[src/rtl/sum_pkg.sv]
// Shared types and helpers for the FP add-path serial adder and normaliser FSMs.
package sum_pkg;

    typedef enum logic [1:0] {
        S_IDLE = 2'd0,
        S_RUN  = 2'd1,
        S_DONE = 2'd2
    } sum_state_e;

    // Width of a counter that must hold 0..nib-1 (at least one bit).
    function automatic int CNT_W(input int nib);
        int w;
        w = $clog2(nib);
        if (w < 1) w = 1;
        return w;
    endfunction

endpackage

[src/rtl/SUM_cla4bit.sv]
// Combinational 4-bit carry-lookahead adder slice with group propagate/generate.
module SUM_cla4bit (
    input  logic [3:0] i_a,
    input  logic [3:0] i_b,
    input  logic       i_cin,
    output logic [3:0] o_sum,
    output logic       o_cout,
    output logic       o_p,
    output logic       o_g
);

    logic [3:0] g;
    logic [3:0] p;
    logic [4:0] c;

    // Bit generate/propagate and lookahead carries for all four positions.
    always_comb begin
        g    = i_a & i_b;
        p    = i_a ^ i_b;
        c[0] = i_cin;
        c[1] = g[0] | (p[0] & i_cin);
        c[2] = g[1] | (p[1] & g[0]) | (p[1] & p[0] & i_cin);
        c[3] = g[2] | (p[2] & g[1]) | (p[2] & p[1] & g[0])
             | (p[2] & p[1] & p[0] & i_cin);
        c[4] = g[3] | (p[3] & g[2]) | (p[3] & p[2] & g[1])
             | (p[3] & p[2] & p[1] & g[0]) | (p[3] & p[2] & p[1] & p[0] & i_cin);
        o_sum  = p ^ c[3:0];
        o_cout = c[4];
        o_p    = &p;
        o_g    = g[3] | (p[3] & g[2]) | (p[3] & p[2] & g[1])
               | (p[3] & p[2] & p[1] & g[0]);
    end

endmodule

[src/rtl/sum_serial_adder.sv]
// Nibble-serial mantissa adder/subtractor: one 4-bit CLA slice reused NIB times,
// carry held in a register between nibbles, result assembled in a shift register.
module sum_serial_adder
    import sum_pkg::*;
#(
    parameter int WIDTH = 28
) (
    input  logic             i_clk,
    input  logic             i_rst_n,
    input  logic             i_valid,
    output logic             o_ready,
    input  logic [WIDTH-1:0] i_a,
    input  logic [WIDTH-1:0] i_b,
    input  logic             i_sub,
    output logic             o_valid,
    input  logic             i_ready,
    output logic [WIDTH-1:0] o_sum,
    output logic             o_cout,
    output logic             o_zero
);

    localparam int NIB = WIDTH / 4;
    localparam int CW  = CNT_W(NIB);
    localparam logic [CW-1:0] CNT_LAST = CW'(NIB - 1);

    if ((WIDTH % 4) != 0 || WIDTH < 8) begin : g_bad_width
        $error("sum_serial_adder: WIDTH must be a multiple of 4 and >= 8");
    end

    sum_state_e       state_q, state_d;
    logic [WIDTH-1:0] opa_q, opa_d;
    logic [WIDTH-1:0] opb_q, opb_d;
    logic [WIDTH-1:0] sum_q, sum_d;
    logic             carry_q, carry_d;
    logic [CW-1:0]    cnt_q, cnt_d;
    logic             cout_q, cout_d;
    logic             zero_q, zero_d;
    logic             ready_q, ready_d;
    logic             valid_q, valid_d;

    logic [3:0]       cla_sum;
    logic             cla_cout;
    logic             cla_p;
    logic             cla_g;
    logic             unused_cla_pg;

    // The chain crosses nibbles through carry_q, so group P/G are not needed.
    assign unused_cla_pg = cla_p ^ cla_g;

    SUM_cla4bit u_cla (
        .i_a    (opa_q[3:0]),
        .i_b    (opb_q[3:0]),
        .i_cin  (carry_q),
        .o_sum  (cla_sum),
        .o_cout (cla_cout),
        .o_p    (cla_p),
        .o_g    (cla_g)
    );

    // Next-state: accept in IDLE, one nibble per cycle in RUN, hold result in DONE.
    always_comb begin
        state_d = state_q;
        opa_d   = opa_q;
        opb_d   = opb_q;
        sum_d   = sum_q;
        carry_d = carry_q;
        cnt_d   = cnt_q;
        cout_d  = cout_q;
        zero_d  = zero_q;
        case (state_q)
            S_IDLE: begin
                if (i_valid && ready_q) begin
                    // Subtract as A + ~B + 1; the +1 enters as the initial carry.
                    opa_d   = i_a;
                    opb_d   = i_b ^ {WIDTH{i_sub}};
                    carry_d = i_sub;
                    cnt_d   = '0;
                    state_d = S_RUN;
                end
            end
            S_RUN: begin
                opa_d   = {4'b0000, opa_q[WIDTH-1:4]};
                opb_d   = {4'b0000, opb_q[WIDTH-1:4]};
                sum_d   = {cla_sum, sum_q[WIDTH-1:4]};
                carry_d = cla_cout;
                cnt_d   = cnt_q + CW'(1);
                if (cnt_q == CNT_LAST) begin
                    cout_d  = cla_cout;
                    zero_d  = (sum_d == '0);
                    state_d = S_DONE;
                end
            end
            S_DONE: begin
                if (i_ready) state_d = S_IDLE;
            end
            default: state_d = S_IDLE;
        endcase
        ready_d = (state_d == S_IDLE);
        valid_d = (state_d == S_DONE);
    end

    // State and datapath registers; reset aborts any op in flight.
    always_ff @(posedge i_clk or negedge i_rst_n) begin
        if (!i_rst_n) begin
            state_q <= S_IDLE;
            opa_q   <= '0;
            opb_q   <= '0;
            sum_q   <= '0;
            carry_q <= 1'b0;
            cnt_q   <= '0;
            cout_q  <= 1'b0;
            zero_q  <= 1'b0;
            ready_q <= 1'b1;
            valid_q <= 1'b0;
        end else begin
            state_q <= state_d;
            opa_q   <= opa_d;
            opb_q   <= opb_d;
            sum_q   <= sum_d;
            carry_q <= carry_d;
            cnt_q   <= cnt_d;
            cout_q  <= cout_d;
            zero_q  <= zero_d;
            ready_q <= ready_d;
            valid_q <= valid_d;
        end
    end

    assign o_ready = ready_q;
    assign o_valid = valid_q;
    assign o_sum   = sum_q;
    assign o_cout  = cout_q;
    assign o_zero  = zero_q;

endmodule

[config.mk]
export PLATFORM = sky130hd
export DESIGN_NAME = sum_serial_adder
export DESIGN_NICKNAME = d
export VERILOG_FILES = /design/src/rtl/sum_pkg.sv /design/src/rtl/SUM_cla4bit.sv /design/src/rtl/sum_serial_adder.sv
export SDC_FILE = /design/constraint.sdc
export NUM_CORES = 1
export LEC_CHECK = 0
export BUFFER_PORTS_ARGS = -buffer_cell sky130_fd_sc_hd__buf_2
export CAP_MARGIN = 20
export CORE_UTILIZATION = 28
export DETAILED_ROUTE_END_ITERATION = 8
export GPL_ROUTABILITY_DRIVEN = 0
export PLACE_DENSITY = 0.54
export SETUP_SLACK_MARGIN = 0.5
export SLEW_MARGIN = 5
export SYNTH_ARGS = -nofsm -noshare
export SYNTH_HDL_FRONTEND = slang
export SYNTH_SLANG_ARGS = --single-unit
export TNS_END_PERCENT = 30
[constraint.sdc]
create_clock -name i_clk -period 2.1 [get_ports i_clk]
set_input_delay 0.105 -clock i_clk [delete_from_list [all_inputs] [get_ports i_clk]]
set_output_delay 0.105 -clock i_clk [all_outputs]
set_load 0.01 [all_outputs]
==> results.txt, run 1 <==
P_sw - 3.23 mW
Num CTS Buffers - 9
Post-synth ARST share - 1.00
Worst EP required - 2340 ps
internal power - 5.16 mW
largest net degree at the start of global routing - 50
row count - 44
first-pass GRT wire length - 17,400 µm
H-tree levels - 3
Final period util - 0.827
CP peak stage delay - 390 ps
number of fill cells - 1,479
Mean Syn Cell Area - 9.86 µm²
drt first pass iters - 4
LEAKAGE - 2.59 nW
core occupancy in the finished layout - 0.368
Yosys reg bits - 94
Routed WL - 10,400 µm
Ys Warns - 0
number of max-cap violations - 0
Yosys cell types - 38
crit path max fanout - 3
HPWL Detailed - 7060 µm
crit-path cells - ha_1 -> a211o_1 -> a31oi_4 -> o21bai_1 -> mux2_2
highest routed layer - met4
ys flop type - dfrtp_1
Vias/cell - 4.71
post-route ant nets - 0
Tot Pwr - 8.39 mW
CTS root buffer - clkbuf_16
DRC - 0
Fmax achieved - 0.576 GHz
clock buffer depth - 2
Boundary Pins - 93
Clock Sinks - 94
Clock transition at path regs - 70 ps
average routed wire per standard cell - 14.5 µm
max-slew violations - 0
DR iter-0 viols - 167
Clock Skew - 7.04 ps
# nets final - 593
Seq pwr share - 0.383
r2r setup slk - 360 ps
Period minus WS final - 1740 ps
worst setup margin - 363 ps
chip width - 124 µm
Max-slew headroom - 0.564
outcome - finished, final reports clean
n_diodes - 0
pre-CTS setup slack - 335 ps
Tot GR Track Use - 0.142
EDFF count, synth - 0
share of layout cells above drive strength 1 - 0.257
Max VDD drop - 0.523 mV
# setup viols final - 0
vias post-DR - 3,365
Die H - 124 µm
Hold Crit Class - in2reg
wire length on met3 - 456 µm
Clock Latency Late Sink - 350 ps
Critical Path Source Type - flip-flop
Slowest cell on crit path - dfrtp_1
PwrDens - 1560 mW/mm²
setup TNS - 0 ps
initial core utilization - 0.287
P&R area growth vs syn - 28.1%
net count of the mapped netlist - 493
Die Area - 0.0155 mm²
WL met2 - 4920 µm
Worst-Margin Slew - 655 ps
vias in the first global route - 3,428
Mapped Area - 0.00419 mm²
TritonCTS clock tree - built
sequential area share after synthesis - 0.562
worst setup path category - reg2reg
Worst EP arrival - 1970 ps
Crit. End Element - flip-flop
GR Overflow Total - 0
# port buffers - 92
Hold Violations, Final - 0
Gate Count Post-Synth - 425
Core ar. - 0.0146 mm²
Clk network pwr share - 0.212
initial antenna violation count - 0
M1 WL - 4870 µm
switching share of power - 0.385
Gate power share - 0.405
unrepaired setup endpoints after global routing - yes
-- final cells by class --
type	count	area, µm²	area share
sequential	94	2350	0.439
multi-input combinational	299	1760	0.328
timing repair buffer	116	682	0.127
tap	184	230	0.0429
clock buffer	10	229	0.0427
clock inverter	6	91.3	0.0170
inverter	5	18.8	0.00350
-- cells in the mapped netlist, drive strengths merged, types with 4 or more instances --
master  number  area (µm²)
a221o       23         230
buf         14        82.6
clkbuf      14        52.6
dfrtp       93        2330
ha           6        75.1
inv          5        18.8
nand2       92         345
nand3       10        50.1
nor2        71         267
nor4         4        25.0
o21ai       10        50.1
o22ai       24         150
xnor2       29         254
-- metal layers --
| layer | track usage | up-vias |
|---|---|---|
| li1 | - | 1652 |
| met1 | 0.182 | 1620 |
| met2 | 0.232 | 83 |
| met3 | 0.0455 | 10 |
| met4 | 0.0369 | 0 |
| met5 | 0 | - |
-- critical path, delay by kind of cell (launching register included) --
kind                     cells  cell delay (ps)
AO/OA/AOI/OAI                3              680
adder cells (fa/ha/maj)      1              300
flip-flops                   1              390
multiplexers                 1              270
-- cell usage in the layout, fill, tap and decap left out, types with 3 or more instances in the layout --
cell           count
dfrtp_1           93
nand2_1           91
buf_2             91
nor2_1            71
xnor2_1           28
o22ai_1           24
a221o_1           23
buf_4             14
nand3_1           10
o21ai_0           10
clkbuf_16          9
dlygate4sd3_1      9
inv_1              5
ha_1               5
nor4_1             4
inv_6              3
-- timing repair --
| item | CTS | global route |
|---|---|---|
| endpoints found under the setup margin | 47 | 22 |
| hold endpoints to repair | 53 | 0 |
| hold buffers | 9 | 0 |
| pin swaps | 3 | 2 |
| gates cloned | 1 | 0 |
| setup buffers | 3 | 0 |
| resized for setup | 1 | 3 |
-- sequential cells by signal (all words and copies together) (netlist names) --
signal,count
o_sum,28
state_q,2
opa_q,28
cnt_q,3
o_zero,1
o_cout,1
opb_q,28
o_valid,1
carry_q,1
o_ready,1
-- per-stage QoR --
stage	instance area [µm²]	hold slack (ps)	cells
floorplan	4210	-191	425
global placement	4900	159	685
detailed placement	4900	162	685
CTS	5340	0.863	714
global route	5370	9.92	714
finish	5370	15.6	714
-- final timing paths --
kind	to	startpoint	cells past startpoint
max	o_cout	opa_q[0]	5
min	opa_q[8]	i_a[8]	3
min reg2reg	o_sum[3]	o_sum[3]	2
max reg2reg	o_cout	opa_q[0]	5
min in group asynchronous	o_sum[17]	i_rst_n	2
max in group asynchronous	opa_q[5]	i_rst_n	3
-- power by group through the flow --
stage | Sequential (mW) | Combinational, mW | Clock (mW)
finish | 3.21 | 3.40 | 1.78
global route | 3.32 | 3.83 | 1.92
CTS | 3.21 | 3.39 | 1.83
detailed placement | 3.24 | 3.29 | 0
global placement | 3.21 | 3.19 | 0
floorplan | 3.16 | 2.33 | 0
-- cells by family (layout without fill, tap and decap cells) --
group	after synthesis	in the layout	share of synthesized area
XOR/XNOR	31	31	0.0648
multiplexers	2	2	0.00538
buffers and inverters	33	137	0.0367
flip-flops	94	94	0.562
AO/OA/AOI/OAI	69	69	0.124
adder cells (fa/ha/maj)	7	7	0.0227
AND/OR/NAND/NOR	189	190	0.185
Power figures use the tool's default switching activity.
==> inputs of run 2 (changes only) <==
==> constraint.sdc (replaced) <==
create_clock -name i_clk -period 1.6 [get_ports i_clk]
set_input_delay 0.08 -clock i_clk [delete_from_list [all_inputs] [get_ports i_clk]]
set_output_delay 0.08 -clock i_clk [all_outputs]
set_load 0.01 [all_outputs]
==> run 2 against run 1 <==
  * The run now ends with negative setup slack left
  * Combinational power increased by 94%
  * Register-to-register slack lost 530 ps
  * Cell count grew 5.7%
  * Setup slack worse by 530 ps
  * Clock power is 24% higher
  * Clock skew increased by 3.3 ps
  * First-iteration DRC count decreased by 14%
  * Sequential power is 38% higher
  * Global-route usage is 0.68 points higher
  * Final area grew 21%
  * Die area unchanged
  * Critical path depth is 1 higher
==> results.txt, run 2 (synthesis gave the netlist of run 1 again) <==
initial core utilization - 0.287 (unchanged)
number of max-cap violations - 0 (unchanged)
routing usage on met2 - 0.250 (+0.0185)
P&R area growth vs syn - 55.2%
Critical Path Source Type - flip-flop
Seq pwr share - 0.335 (-0.048)
setup TNS - -511 ps (-511 ps)
CTS root buffer - clkbuf_16
average routed wire per standard cell - 15.1 µm (+3.9%)
share of layout cells above drive strength 1 - 0.440 (+0.183)
first-pass GRT wire length - 18,500 µm (+6.1%)
most frequent cells in the layout - dfrtp_1 (92), buf_2 (90), nand2_1 (59), nor2_1 (58), xnor2_1 (28)
Clock transition at path regs - 70 ps (about the same)
unrepaired setup endpoints after global routing - yes
grt met1 use - 0.190 (+0.00769)
Core ar. - 0.0146 mm² (unchanged)
most common cell after layout, fill and taps aside - dfrtp_1
Crit. End Element - flip-flop
Clock Latency Late Sink - 350 ps (about the same)
LEAKAGE - 3.03 nW (+17%)
Most Crowded Layer GR - met2
failing checks - negative setup slack
Hold Crit Class - in2reg
vias post-DR - 3,626 (+7.8%)
largest net degree at the start of global routing - 37 (-26%)
Worst EP arrival - 2010 ps (+40 ps)
Worst EP required - 1850 ps (-490 ps)
Die H - 124 µm (unchanged)
Period minus WS final - 1770 ps (+29.2 ps)
row count - 44 (unchanged)
drt first pass iters - 4 (unchanged)
Die Area - 0.0155 mm² (unchanged)
Hold Violations, Final - 0 (unchanged)
initial antenna violation count - 0 (unchanged)
Worst-Margin Slew - 499 ps (-156 ps)
n_diodes - 0 (unchanged)
DRC - 0 (unchanged)
max-slew violations - 0 (unchanged)
worst setup margin - -166 ps (-529 ps)
post-route ant nets - 0 (unchanged)
HPWL Detailed - 7200 µm (+2.0%)
Non-Filler Instances - 755 (+5.7%)
Boundary Pins - 93 (unchanged)
Placed Cells - 695 (+1.5%)
GR Overflow Total - 0 (unchanged)
Num CTS Buffers - 9 (unchanged)
Vias/cell - 4.80 (+1.9%)
Max-slew headroom - 0.668 (+0.104)
outcome - complete, but fails checks
TritonCTS clock tree - built
Clock Sinks - 94 (unchanged)
internal power - 8.08 mW (+57%)
Max VDD drop - 0.938 mV (+79%)
vias in the first global route - 3,706 (+8.1%)
# port buffers - 92 (unchanged)
PwrDens - 2040 mW/mm² (+30%)
DR iter-0 viols - 143 (-14%)
# setup viols final - 5 (+5)
switching share of power - 0.390 (+0.00437)
P_sw - 5.16 mW (+60%)
Fmax achieved - 0.566 GHz (-1.7%)
Final period util - 1.10 (+0.277)
Tot GR Track Use - 0.149 (+0.00678)
worst setup path category - reg2reg
Gate power share - 0.499 (+0.094)
Clk network pwr share - 0.166 (-0.046)
crit path max fanout - 2 (-1)
# nets final - 634 (+6.9%)
Routed WL - 11,400 µm (+9.9%)
clock buffer depth - 2 (unchanged)
H-tree levels - 3 (unchanged)
chip width - 124 µm (unchanged)
Clock Skew - 10.3 ps (+3.31 ps)
met3 Track Usage GR - 0.0374 (-0.00816)
## run 2: cell count changes in the layout (fill, tap and decap cells not counted), moves of 10 or more
cell	delta
nor2_1	-13
o22ai_2	+15
o22ai_1	-24
buf_12	+10
nand2_1	-32
dlygate4sd3_1	+14
nand3_1	-10
nand2_4	+11
nand2_2	+21
## run 2: final cells by class
| cell class | count | area (µm²) |
|---|---|---|
| tap | 184 | 230 |
| timing repair buffer | 154 | 1280 |
| sequential | 94 | 2350 |
| fill | 1402 | 8090 |
| clock buffer | 10 | 239 |
| multi-input combinational | 302 | 2310 |
| inverter | 5 | 18.8 |
| clock inverter | 6 | 66.3 |
## run 2: critical path, cell delays in order (launching register included)
cell      delay, ps
dfrtp_1         370
inv_2            60
fa_1            550
nor4b_2         180
and4_1          220
o211ai_1         80
o31ai_1         210
## run 2: layer usage
layer / up-vias / part of all wire
li1: 1740 / -
met1: 1791 / 0.44
met2: 83 / 0.50
met3: 12 / 0.043
met4: 0 / 0.015
met5: - / 0
## run 2: per-stage QoR
step | util | cell area [µm²] | hold WS [ps] | worst slack, ps | power, mW
floorplan | - | 4220 | -216 | -7.18 | 7.22
global placement | 0.343 | 5000 | 81.0 | -73.3 | 8.62
detailed placement | 0.343 | 5000 | 84.9 | -155 | 8.75
CTS | 0.423 | 6180 | 5.90 | -180 | 12.4
global route | 0.446 | 6500 | 10.8 | -263 | 14.1
finish | 0.446 | 6500 | 9.48 | -166 | 13.2
## run 2: timing repair
item,4_1_cts,5_1_grt
gates resized for setup,101,61
hold buffers,23,0
cloned,7,3
endpoints found under the hold margin,56,0
pin swaps,74,86
buffers inserted,9,2
setup endpoints to repair,94,95
## run 2: worst paths after layout
path	startpoint	end	slack (ps)	depth (start not counted)
worst min-delay path	i_a[11]	opa_q[11]	9	3
max in group asynchronous	i_rst_n	o_sum[15]	720	3
worst max-delay path	opa_q[0]	o_zero	-170	6
worst max register to register	opa_q[0]	o_zero	-170	6
worst min register to register	o_sum[1]	o_sum[1]	470	2
min in group asynchronous	i_rst_n	o_sum[23]	250	2
## run 2: power by group through the flow
stage,combinational [mW],sequential [mW],clock (mW)
after floorplan,3.07,4.16,0
after global placement,4.41,4.21,0
after detailed placement,4.50,4.25,0
after CTS,5.77,4.32,2.27
after global routing,7.20,4.55,2.36
final,6.61,4.43,2.20
==> inputs of run 3 (changes only) <==
--- a/config.mk
+++ b/config.mk
@@ -5,6 +5,7 @@
 export SDC_FILE = /design/constraint.sdc
 export NUM_CORES = 1
 export LEC_CHECK = 0
+export ABC_AREA = 1
 export BUFFER_PORTS_ARGS = -buffer_cell sky130_fd_sc_hd__buf_2
 export CAP_MARGIN = 20
 export CORE_UTILIZATION = 28
==> run 3 against run 2 <==
  * The flow finishes with violations (design-rule violations)
  * Maximum frequency increased by 21%
  * Combinational power is 20% lower
  * Register-to-register slack better by 300 ps
  * Critical path depth grew 1
  * Setup slack better by 300 ps
  * First-iteration DRC count increased by 22%
  * Synthesized area grew 2.2%
==> results.txt, run 3 <==
outcome - complete, but fails checks
failing checks - design-rule violations
net count of the mapped netlist - 529 (+7.3%)
Yosys cell types - 33 (-13%)
CP peak stage delay - 560 ps (about the same)
drt first pass iters - 6 (+2)
Gate Count Post-Synth - 461 (+8.5%)
first-pass GRT wire length - 17,700 µm (-4.1%)
Seq pwr share - 0.354 (+0.019)
Clock transition at path regs - 60 ps (about the same)
CTS root buffer - clkbuf_16
Clk network pwr share - 0.195 (+0.029)
PwrDens - 2070 mW/mm² (+1.6%)
multiplexer area fraction after synthesis - 0 (-0.00538)
switching share of power - 0.389 (about the same)
top cell type's share of synthesized area - 0.544 (-0.0119)
# port buffers - 92 (unchanged)
chip width - 126 µm (+1.1%)
Worst EP required - 1880 ps (+30 ps)
Synth area leader - dfrtp_1
internal power - 7.17 mW (-11%)
Routed WL - 10,800 µm (-4.8%)
EDFF count, synth - 0 (unchanged)
GR Overflow Total - 0 (unchanged)
Hold Crit Class - in2reg
Clock Skew - 6.80 ps (-3.54 ps)
number of max-cap violations - 0 (unchanged)
Worst EP arrival - 1740 ps (-270 ps)
Hold Violations, Final - 0 (unchanged)
Hold Path Origin - i_a[8]
Die H - 126 µm (+1.1%)
Synth area leaders - dfrtp_1 (54%), nand2_1 (9.5%), nor2_1 (5.8%)
sequential area share after synthesis - 0.550 (-0.0120)
reg2reg start - carry_q
WP buf/inv - 1 (unchanged)
Worst Setup SP - carry_q
Yosys reg bits - 94 (unchanged)
Crit. End Element - flip-flop
Simple-Gate Fraction of Synth Area - 0.176 (-0.00891)
initial antenna violation count - 0 (unchanged)
most common library cells after synthesis - nand2_1 (108), dfrtp_1 (93), nor2_1 (66), o21ai_0 (34), xnor2_1 (28)
Max-slew headroom - 0.706 (+0.0386)
CP most frequent cell - nand2_1
Boundary Pins - 93 (unchanged)
vias post-DR - 3,553 (-2.0%)
largest family of logic cells by synthesized area - simple AND/OR/NAND/NOR gates
largest net degree at the start of global routing - 37 (unchanged)
Gate power share - 0.451 (-0.048)
Max VDD drop - 0.714 mV (-24%)
# setup viols final - 0 (-5)
Clock Latency Late Sink - 340 ps (about the same)
initial core utilization - 0.291 (+0.00406)
Clock Sinks - 94 (unchanged)
Num CTS Buffers - 9 (unchanged)
Worst-Margin Slew - 441 ps (-57.9 ps)
Fmax achieved - 0.684 GHz (+21%)
Critical Path Source Type - flip-flop
Period minus WS final - 1460 ps (-303 ps)
TritonCTS clock tree - built
most common cell after layout, fill and taps aside - nand2_1
Tot GR Track Use - 0.142 (-0.00768)
P_sw - 4.57 mW (-11%)
crit path max fanout - 2 (unchanged)
Synth Area in XOR/XNOR - 0.0593 (-0.00548)
share of layout cells above drive strength 1 - 0.277 (-0.162)
vias in the first global route - 3,553 (-4.1%)
ys flop type - dfrtp_1
Die Area - 0.0158 mm² (+2.1%)
post-route ant nets - 0 (unchanged)
n_diodes - 0 (unchanged)
worst setup path category - reg2reg
Final period util - 0.914 (-0.189)
Post-synth ARST share - 1.00 (unchanged)
most frequent cells in the layout - nand2_1 (103), dfrtp_1 (93), buf_2 (92), nor2_1 (65), o21ai_0 (31)
setup TNS - 0 ps (+511 ps)
DR iter-0 viols - 174 (+22%)
max-slew violations - 0 (unchanged)
# nets final - 647 (+2.1%)
Ys Warns - 0 (unchanged)
row count - 44 (unchanged)
average routed wire per standard cell - 14.1 µm (-6.4%)
DRC - 7 (+7)
crit-path cells - inv_2 -> fa_2 -> nor3b_2 -> nand2_1 -> nor2_1 -> nand3_1 -> nand2_1
HPWL Detailed - 7360 µm (+2.2%)
post-synthesis adder-cell area fraction - 0.0222 (-0.000484)
clock buffer depth - 2 (unchanged)
P&R area growth vs syn - 32.5%
Slowest cell on crit path - fa_2
crit-path leading delay family - adder cells
H-tree levels - 3 (unchanged)
Mapped Area - 0.00428 mm² (+2.2%)
Mean Syn Cell Area - 9.28 µm² (-5.8%)
unrepaired setup endpoints after global routing - yes
Vias/cell - 4.63 (-3.7%)
area fraction in compound gates after synthesis - 0.134 (+0.00993)
core occupancy in the finished layout - 0.386 (-0.0598)
top-count cell post-synth - nand2_1
Core ar. - 0.0147 mm² (+0.75%)
LEAKAGE - 2.64 nW (-13%)
-- run 3: cell types whose count changed after synthesis, moves of 5 or more --
cell	previous run	this run
o211ai_1	1	23
clkbuf_1	14	7
inv_1	5	27
o21ai_0	10	34
nor2_1	71	66
a221o_1	23	0
nand2_1	92	108
nand3_1	10	5
-- run 3: layout make-up --
cell class                 count  area (µm²)
tap                          184         230
timing repair buffer         131         900
fill                        1471        9030
sequential                    94        2350
multi-input combinational    314        1750
clock buffer                  11         233
inverter                      29         124
clock inverter                 5        82.6
-- run 3: per-layer routing --
| metal | vias up | track usage | part of all wire | wire length (µm) |
|---|---|---|---|---|
| met1 | 1708 | 0.183 | 0.46 | 5030 |
| met4 | 0 | 0.0373 | 0.011 | 114 |
| met2 | 81 | 0.237 | 0.49 | 5260 |
| li1 | 1754 | - | - | - |
| met3 | 10 | 0.0340 | 0.039 | 426 |
| met5 | - | 0 | 0 | 0 |
-- run 3: logic make-up after synthesis --
family / Yosys count
flops: 94
xor+xnor: 29
compound gates: 91
simple gates: 187
buf+inv: 53
fa+ha+maj: 7
-- run 3: worst paths after layout --
path,to,depth (start not counted),slack [ps]
hold reg to reg,o_sum[2],2,480
setup reg to reg,o_zero,7,140
hold / removal,opa_q[8],3,8
max in group asynchronous,opa_q[15],3,790
setup / recovery,o_zero,7,140
min in group asynchronous,o_sum[7],2,230
-- run 3: worst min-delay path: stages --
cell,delay [ps]
buf_2,80
o22ai_1,60
nor2_1,70
-- run 3: what timing repair did --
| action | CTS | global route |
|---|---|---|
| endpoints found under the hold margin | 39 | 0 |
| gates cloned | 1 | 2 |
| gates resized for setup | 16 | 16 |
| pin swaps | 6 | 6 |
| hold buffers | 10 | 0 |
| endpoints found under the setup margin | 93 | 93 |
| buffers inserted | 7 | 6 |
-- run 3: power by group through the flow --
stage,Combinational (mW),Sequential [mW],Clock (mW)
after floorplan,3.12,4.16,0
after global placement,4.38,4.16,0
after detailed placement,4.51,4.19,0
after CTS,4.84,4.15,2.34
after global routing,5.96,4.29,2.45
final,5.30,4.15,2.29
-- run 3: metrics by stage --
stage          cell area [µm²]  total power [mW]  hold slack (ps)  std cells  setup slack [ps]
3_5_place_dp              5010              8.70             62.0        726               114
3_3_place_gp              5010              8.54             55.0        726               131
6_report                  5670              11.7             7.77        768               137
5_1_grt                   5670              12.7             6.37        768              9.95
2_1_floorplan             4310              7.28             -216        461               221
4_1_cts                   5530              11.3            0.128        760               127
